[src/rtl/multicycle_adder.sv]
// ---------------------------------------------------------------------------
// multicycle_adder
//
// Sequential adder/subtractor. Adds SLICE bits per clock and passes the carry
// between slices through a flop, so only a SLICE-bit carry chain sits between
// registers. A full WIDTH-bit result appears N = WIDTH/SLICE clocks after
// i_Start is accepted. The result is held until i_Start is released.
//
// Ports:
//   i_Clk        clock, rising edge
//   i_Reset_n    asynchronous active-low reset
//   i_Start      level request, sampled only in IDLE
//   i_Sub        0 = add, 1 = subtract (sampled with i_Start)
//   i_Cin        carry-in for add, ignored for subtract
//   i_A, i_B     operands (sampled with i_Start)
//   o_S          registered WIDTH-bit result
//   o_Cout       carry out of the MSB (subtract: 1 = no borrow)
//   o_Overflow   signed overflow (carry into MSB xor carry out of MSB)
//   o_Busy       high while slices are being added
//   o_Done       high while the result is being presented
// ---------------------------------------------------------------------------
module multicycle_adder #(
    parameter int WIDTH = 16,
    parameter int SLICE = 4
) (
    input  logic             i_Clk,
    input  logic             i_Reset_n,
    input  logic             i_Start,
    input  logic             i_Sub,
    input  logic             i_Cin,
    input  logic [WIDTH-1:0] i_A,
    input  logic [WIDTH-1:0] i_B,
    output logic [WIDTH-1:0] o_S,
    output logic             o_Cout,
    output logic             o_Overflow,
    output logic             o_Busy,
    output logic             o_Done
);

    localparam int N    = WIDTH / SLICE;
    localparam int IDXW = (N > 1) ? $clog2(N) : 1;

    if ((SLICE < 1) || (WIDTH % SLICE != 0)) begin : g_badSlice
        $error("multicycle_adder: WIDTH (%0d) must be a positive multiple of SLICE (%0d)",
               WIDTH, SLICE);
    end

    typedef enum logic [1:0] {
        IDLE,
        RUN,
        DONE
    } state_t;

    state_t           r_state;
    logic [WIDTH-1:0] r_opA;
    logic [WIDTH-1:0] r_opB;
    logic [WIDTH-1:0] r_sum;
    logic             r_carry;
    logic [IDXW-1:0]  r_idx;

    logic [SLICE-1:0] w_sliceA;
    logic [SLICE-1:0] w_sliceB;
    logic [SLICE:0]   w_sliceSum;
    logic [WIDTH-1:0] w_nextSum;
    logic             w_carryIntoMsb;

    // The operand registers shift right by SLICE every RUN cycle, so the slice
    // being worked on always sits in the low bits. This is the same as
    // selecting slice r_idx of the latched operands, but needs no variable
    // part-selects and stays legal when SLICE equals WIDTH.
    assign w_sliceA   = r_opA[SLICE-1:0];
    assign w_sliceB   = r_opB[SLICE-1:0];
    assign w_sliceSum = {1'b0, w_sliceA} + {1'b0, w_sliceB} + {{SLICE{1'b0}}, r_carry};

    // Slice sums enter at the top of the sum register and move down, so after
    // N cycles slice 0 has reached bit 0.
    assign w_nextSum = (r_sum >> SLICE)
                     | (WIDTH'(w_sliceSum[SLICE-1:0]) << (WIDTH - SLICE));

    // Top sum bit = a ^ b ^ carry_in, so the carry into the MSB falls out of
    // the slice's own operand and sum bits. Only meaningful on the last slice.
    assign w_carryIntoMsb = w_sliceSum[SLICE-1] ^ w_sliceA[SLICE-1] ^ w_sliceB[SLICE-1];

    // Control FSM and datapath registers. Subtract is done as A + ~B + 1.
    // Results are copied to the outputs only on the final slice, so the
    // previous result stays visible while a new operation runs.
    always_ff @(posedge i_Clk or negedge i_Reset_n) begin
        if (!i_Reset_n) begin
            r_state    <= IDLE;
            r_opA      <= '0;
            r_opB      <= '0;
            r_sum      <= '0;
            r_carry    <= 1'b0;
            r_idx      <= '0;
            o_S        <= '0;
            o_Cout     <= 1'b0;
            o_Overflow <= 1'b0;
            o_Busy     <= 1'b0;
            o_Done     <= 1'b0;
        end else begin
            case (r_state)
                IDLE: begin
                    if (i_Start) begin
                        r_opA   <= i_A;
                        r_opB   <= i_Sub ? ~i_B : i_B;
                        r_carry <= i_Sub ? 1'b1 : i_Cin;
                        r_idx   <= '0;
                        r_sum   <= '0;
                        o_Busy  <= 1'b1;
                        r_state <= RUN;
                    end
                end

                RUN: begin
                    r_opA   <= r_opA >> SLICE;
                    r_opB   <= r_opB >> SLICE;
                    r_sum   <= w_nextSum;
                    r_carry <= w_sliceSum[SLICE];
                    r_idx   <= r_idx + IDXW'(1);
                    if (r_idx == IDXW'(N - 1)) begin
                        o_S        <= w_nextSum;
                        o_Cout     <= w_sliceSum[SLICE];
                        o_Overflow <= w_carryIntoMsb ^ w_sliceSum[SLICE];
                        o_Busy     <= 1'b0;
                        o_Done     <= 1'b1;
                        r_state    <= DONE;
                    end
                end

                DONE: begin
                    // Start must drop before another operation can begin.
                    if (!i_Start) begin
                        o_Done  <= 1'b0;
                        r_state <= IDLE;
                    end
                end

                default: begin
                    r_state <= IDLE;
                end
            endcase
        end
    end

endmodule

[config.mk]
export PLATFORM = sky130hd
export DESIGN_NAME = multicycle_adder
export DESIGN_NICKNAME = d
export VERILOG_FILES = /design/src/rtl/multicycle_adder.sv
export SDC_FILE = /design/constraint.sdc
export NUM_CORES = 1
export LEC_CHECK = 0
export CAP_MARGIN = 20
export CORE_ASPECT_RATIO = 0.8
export CORE_MARGIN = 3
export CORE_UTILIZATION = 47
export DETAILED_ROUTE_END_ITERATION = 16
export HOLD_SLACK_MARGIN = 0.05
export PLACE_DENSITY = 0.82
export SLEW_MARGIN = 20
export SYNTH_ARGS = -nofsm -noshare
export SYNTH_HDL_FRONTEND = slang
export SYNTH_SLANG_ARGS = --single-unit
[constraint.sdc]
create_clock -name i_Clk -period 1.65 [get_ports i_Clk]
set_input_delay 0.495 -clock i_Clk [delete_from_list [all_inputs] [get_ports i_Clk]]
set_output_delay 0.495 -clock i_Clk [all_outputs]
set_load 0.01 [all_outputs]
==> impl_metrics.toml <==
[critical_path]
cp_max_fo = 2
path_class = "reg2reg"
start_kind = "flop"
reg2reg_from = "r_opA[0]$_DFFE_PN0P_"
critPathArrivalTime_ns = 2.05
critPathRequiredTime_ns = 1.89
end_kind = "flop"
cp-startpoint = "r_opA[0]$_DFFE_PN0P_"

[detailed_routing]
remaining_drc_errors = 0
first_pass_iters = 4
first_iter_violations = 100
viasPerCell = 5.07
postRouteAntennaNets = 0
wl_per_cell_um = 14.2
num_vias = 2114
wirelength_mm = 5.93

[power_and_ir_drop]
power.switching_mw = 2.88
ir_drop_mv = 0.838
power_density_mw_per_mm2 = 1920
switching_share = 0.371
seqPwrFrac = 0.374
leakagePower_nw = 1.90
power_frac_comb = 0.470
p_int_mw = 4.88
clkPwrFrac = 0.157

[cts]
cts.sinks = 69
clk_pin_slew_ns = 0.08
cts_tree = "built"
cts_buffers = 9
clockBufferDepth = 2
clk_latency_ns = 0.35
h-tree-depth = 3
cts_root_buf = "clkbuf_8"

[sta]
maxSlewViolCount = 0
hold-worst-slack_ns = 0.152
hold_viol_final = 0
clock.fmax_ghz = 0.552
rsz0062_at_grt = "true"
tightestPinTransition_ns = 0.411
skew_ns = 0.00856
slew_headroom = 0.726
finalCriticalPeriod_ns = 1.81
fin_crit_sh = 1.10
finalSetupViolCount = 7
finalWorstSetupSlack_ns = -0.162

[synth]
syn_area_per_cell_sq_um = 11.5
synth_compound_area_frac = 0.147
syn_nets = 312
synth_top_family_by_area = "compound AO/OA/AOI/OAI gates"
yosys.area_share.simple = 0.0675
ys.warnings.count = 0
syn_inst = 269
ys_seq_area_frac = 0.558
synth-seq-cells = 69
syn-cell-area_sq_mm = 0.00310
synth_mux_area_frac = 0.102
synthXorXnorAreaFrac = 0.0594
synth_fa_ha_area_frac = 0.0291
ys_types = 29

[grt]
track_usage = 0.172
grt_pass1_wl_mm = 10.4
gr-total-overflow = 0
grt_antenna_before_repair = 0
grt_max_degree = 70
grt_pass1_vias = 2188

[die]
coreArea_sq_mm = 0.00613
ios = 57
dieArea_sq_mm = 0.00760
start_util = 0.505
fp-row-count = 25
dieHeight_um = 78.6
dieWidth_um = 96.7

[cells_and_area]
drive_gt1_frac = 0.164
final_cell_mix = "dfrtp_1 (69), clkdlybuf4s50_1 (35), nand2_1 (33), o21ai_0 (33), dlygate4sd2_1 (20)"
diodes = 0
layout_commonest_cell = "dfrtp_1"
syn2layout_area_growth_pct = 30.8
design_area_sq_mm = 0.00405
final_core_util = 0.660
finalNetCount = 374

[placement]
place_hpwl_mm = 4.13
io_buffers = 56
gp_congestion = 0.774
placed_area_sq_mm = 0.00386

[outcome]
violations = "negative setup slack"
status = "complete, but fails checks"

[run]
cap_violations = 0

[min_path]
holdCritPathClass = "in2async"
## Yosys cell counts, drive strengths merged
cell type / instances / area share
a21o: 2 / 0.0048
a21oi: 14 / 0.023
a221oi: 1 / 0.0028
a22o: 19 / 0.054
and3: 1 / 0.0020
buf: 10 / 0.021
clkbuf: 7 / 0.0085
dfrtp: 69 / 0.56
fa: 2 / 0.013
ha: 4 / 0.016
inv: 6 / 0.0073
mux2: 14 / 0.063
mux2i: 12 / 0.039
nand2: 34 / 0.042
nand2b: 1 / 0.0020
nor2: 14 / 0.019
nor4: 1 / 0.0020
o21ai: 35 / 0.058
o21bai: 1 / 0.0024
o2bb2ai: 1 / 0.0028
xnor2: 15 / 0.042
xor2: 6 / 0.017
## cells by family (layout without fill, tap and decap cells)
| family | count (synthesis) | after routing |
|---|---|---|
| AOI/OAI and AO/OA | 73 | 73 |
| xor gates and xnor gates | 21 | 21 |
| adders and majority gates | 6 | 6 |
| buffers and inverters | 23 | 90 |
| DFF | 69 | 69 |
| muxes | 26 | 26 |
| and+or+nand+nor | 51 | 51 |
## timing repair
action / in CTS / in global routing
hold buffers: 0 / 0
buffers inserted: 3 / 0
resized for setup: 21 / 1
setup endpoints to repair: 24 / 8
pin swaps: 4 / 0
## power by group through the flow
stage               Sequential, mW  Combinational, mW  Clock (mW)
floorplan                     2.91               2.37           0
finish                        2.90               3.64        1.21
global route                  3.00               4.03        1.33
CTS                           2.90               3.64        1.25
detailed placement            2.94               3.67           0
global placement              2.90               3.51           0
## stage by stage
step           setup TNS, ns  cells  setup slack [ns]  power [mW]
5_1_grt                -1.05    417            -0.256        8.37
6_report              -0.531    417            -0.162        7.75
4_1_cts               -0.507    417            -0.173        7.79
2_1_floorplan        -0.0749    269           -0.0749        5.28
3_5_place_dp           -2.89    398            -0.208        6.61
3_3_place_gp           -1.94    398           -0.0881        6.41
## registers in the layout, summed over array words and instances, names as in the netlist, 2 cells and up
register / count
o_S: 16
r_idx: 2
r_opA: 16
r_opB: 16
r_state: 2
r_sum: 12
## area by class of cell
| type | count | area, sq um |
|---|---|---|
| sequential | 69 | 1730 |
| clock buffer | 10 | 138 |
| timing repair buffer | 68 | 708 |
| clock inverter | 6 | 38.8 |
| inverter | 6 | 22.5 |
| tap | 81 | 101 |
| multi-input combinational | 177 | 1310 |
| fill | 491 | 2080 |
## path summary, 6_finish.rpt
path,end,slack [ns],cells after the start
setup reg to reg,o_Overflow$_DFFE_PN0P_,-0.16,8
max in group asynchronous,r_opB[13]$_DFFE_PN0P_,1.21,2
setup / recovery,o_Overflow$_DFFE_PN0P_,-0.16,8
min in group i_Clk,o_Busy$_DFFE_PN0P_,0.48,1
hold reg to reg,o_Busy$_DFFE_PN0P_,0.48,1
hold / removal,o_S[9]$_DFFE_PN0P_,0.15,2
## metal layers
metal  vias up  part of all wire  GRT usage
met2        62              0.47      0.282
li1       1059                 -          -
met5         -                 0          0
met1       987              0.46      0.217
met3         6             0.062     0.0586
met4         0             0.012     0.0547
## critical path, cell delays in order (launching register included)
cell,delay (ns)
dfrtp_1,0.41
fa_2,0.43
inv_2,0.07
fa_2,0.19
nand2b_4,0.13
o2bb2ai_4,0.12
xnor2_2,0.14
xnor2_1,0.15
o21ai_1,0.07
Power figures use the tool's default switching activity.
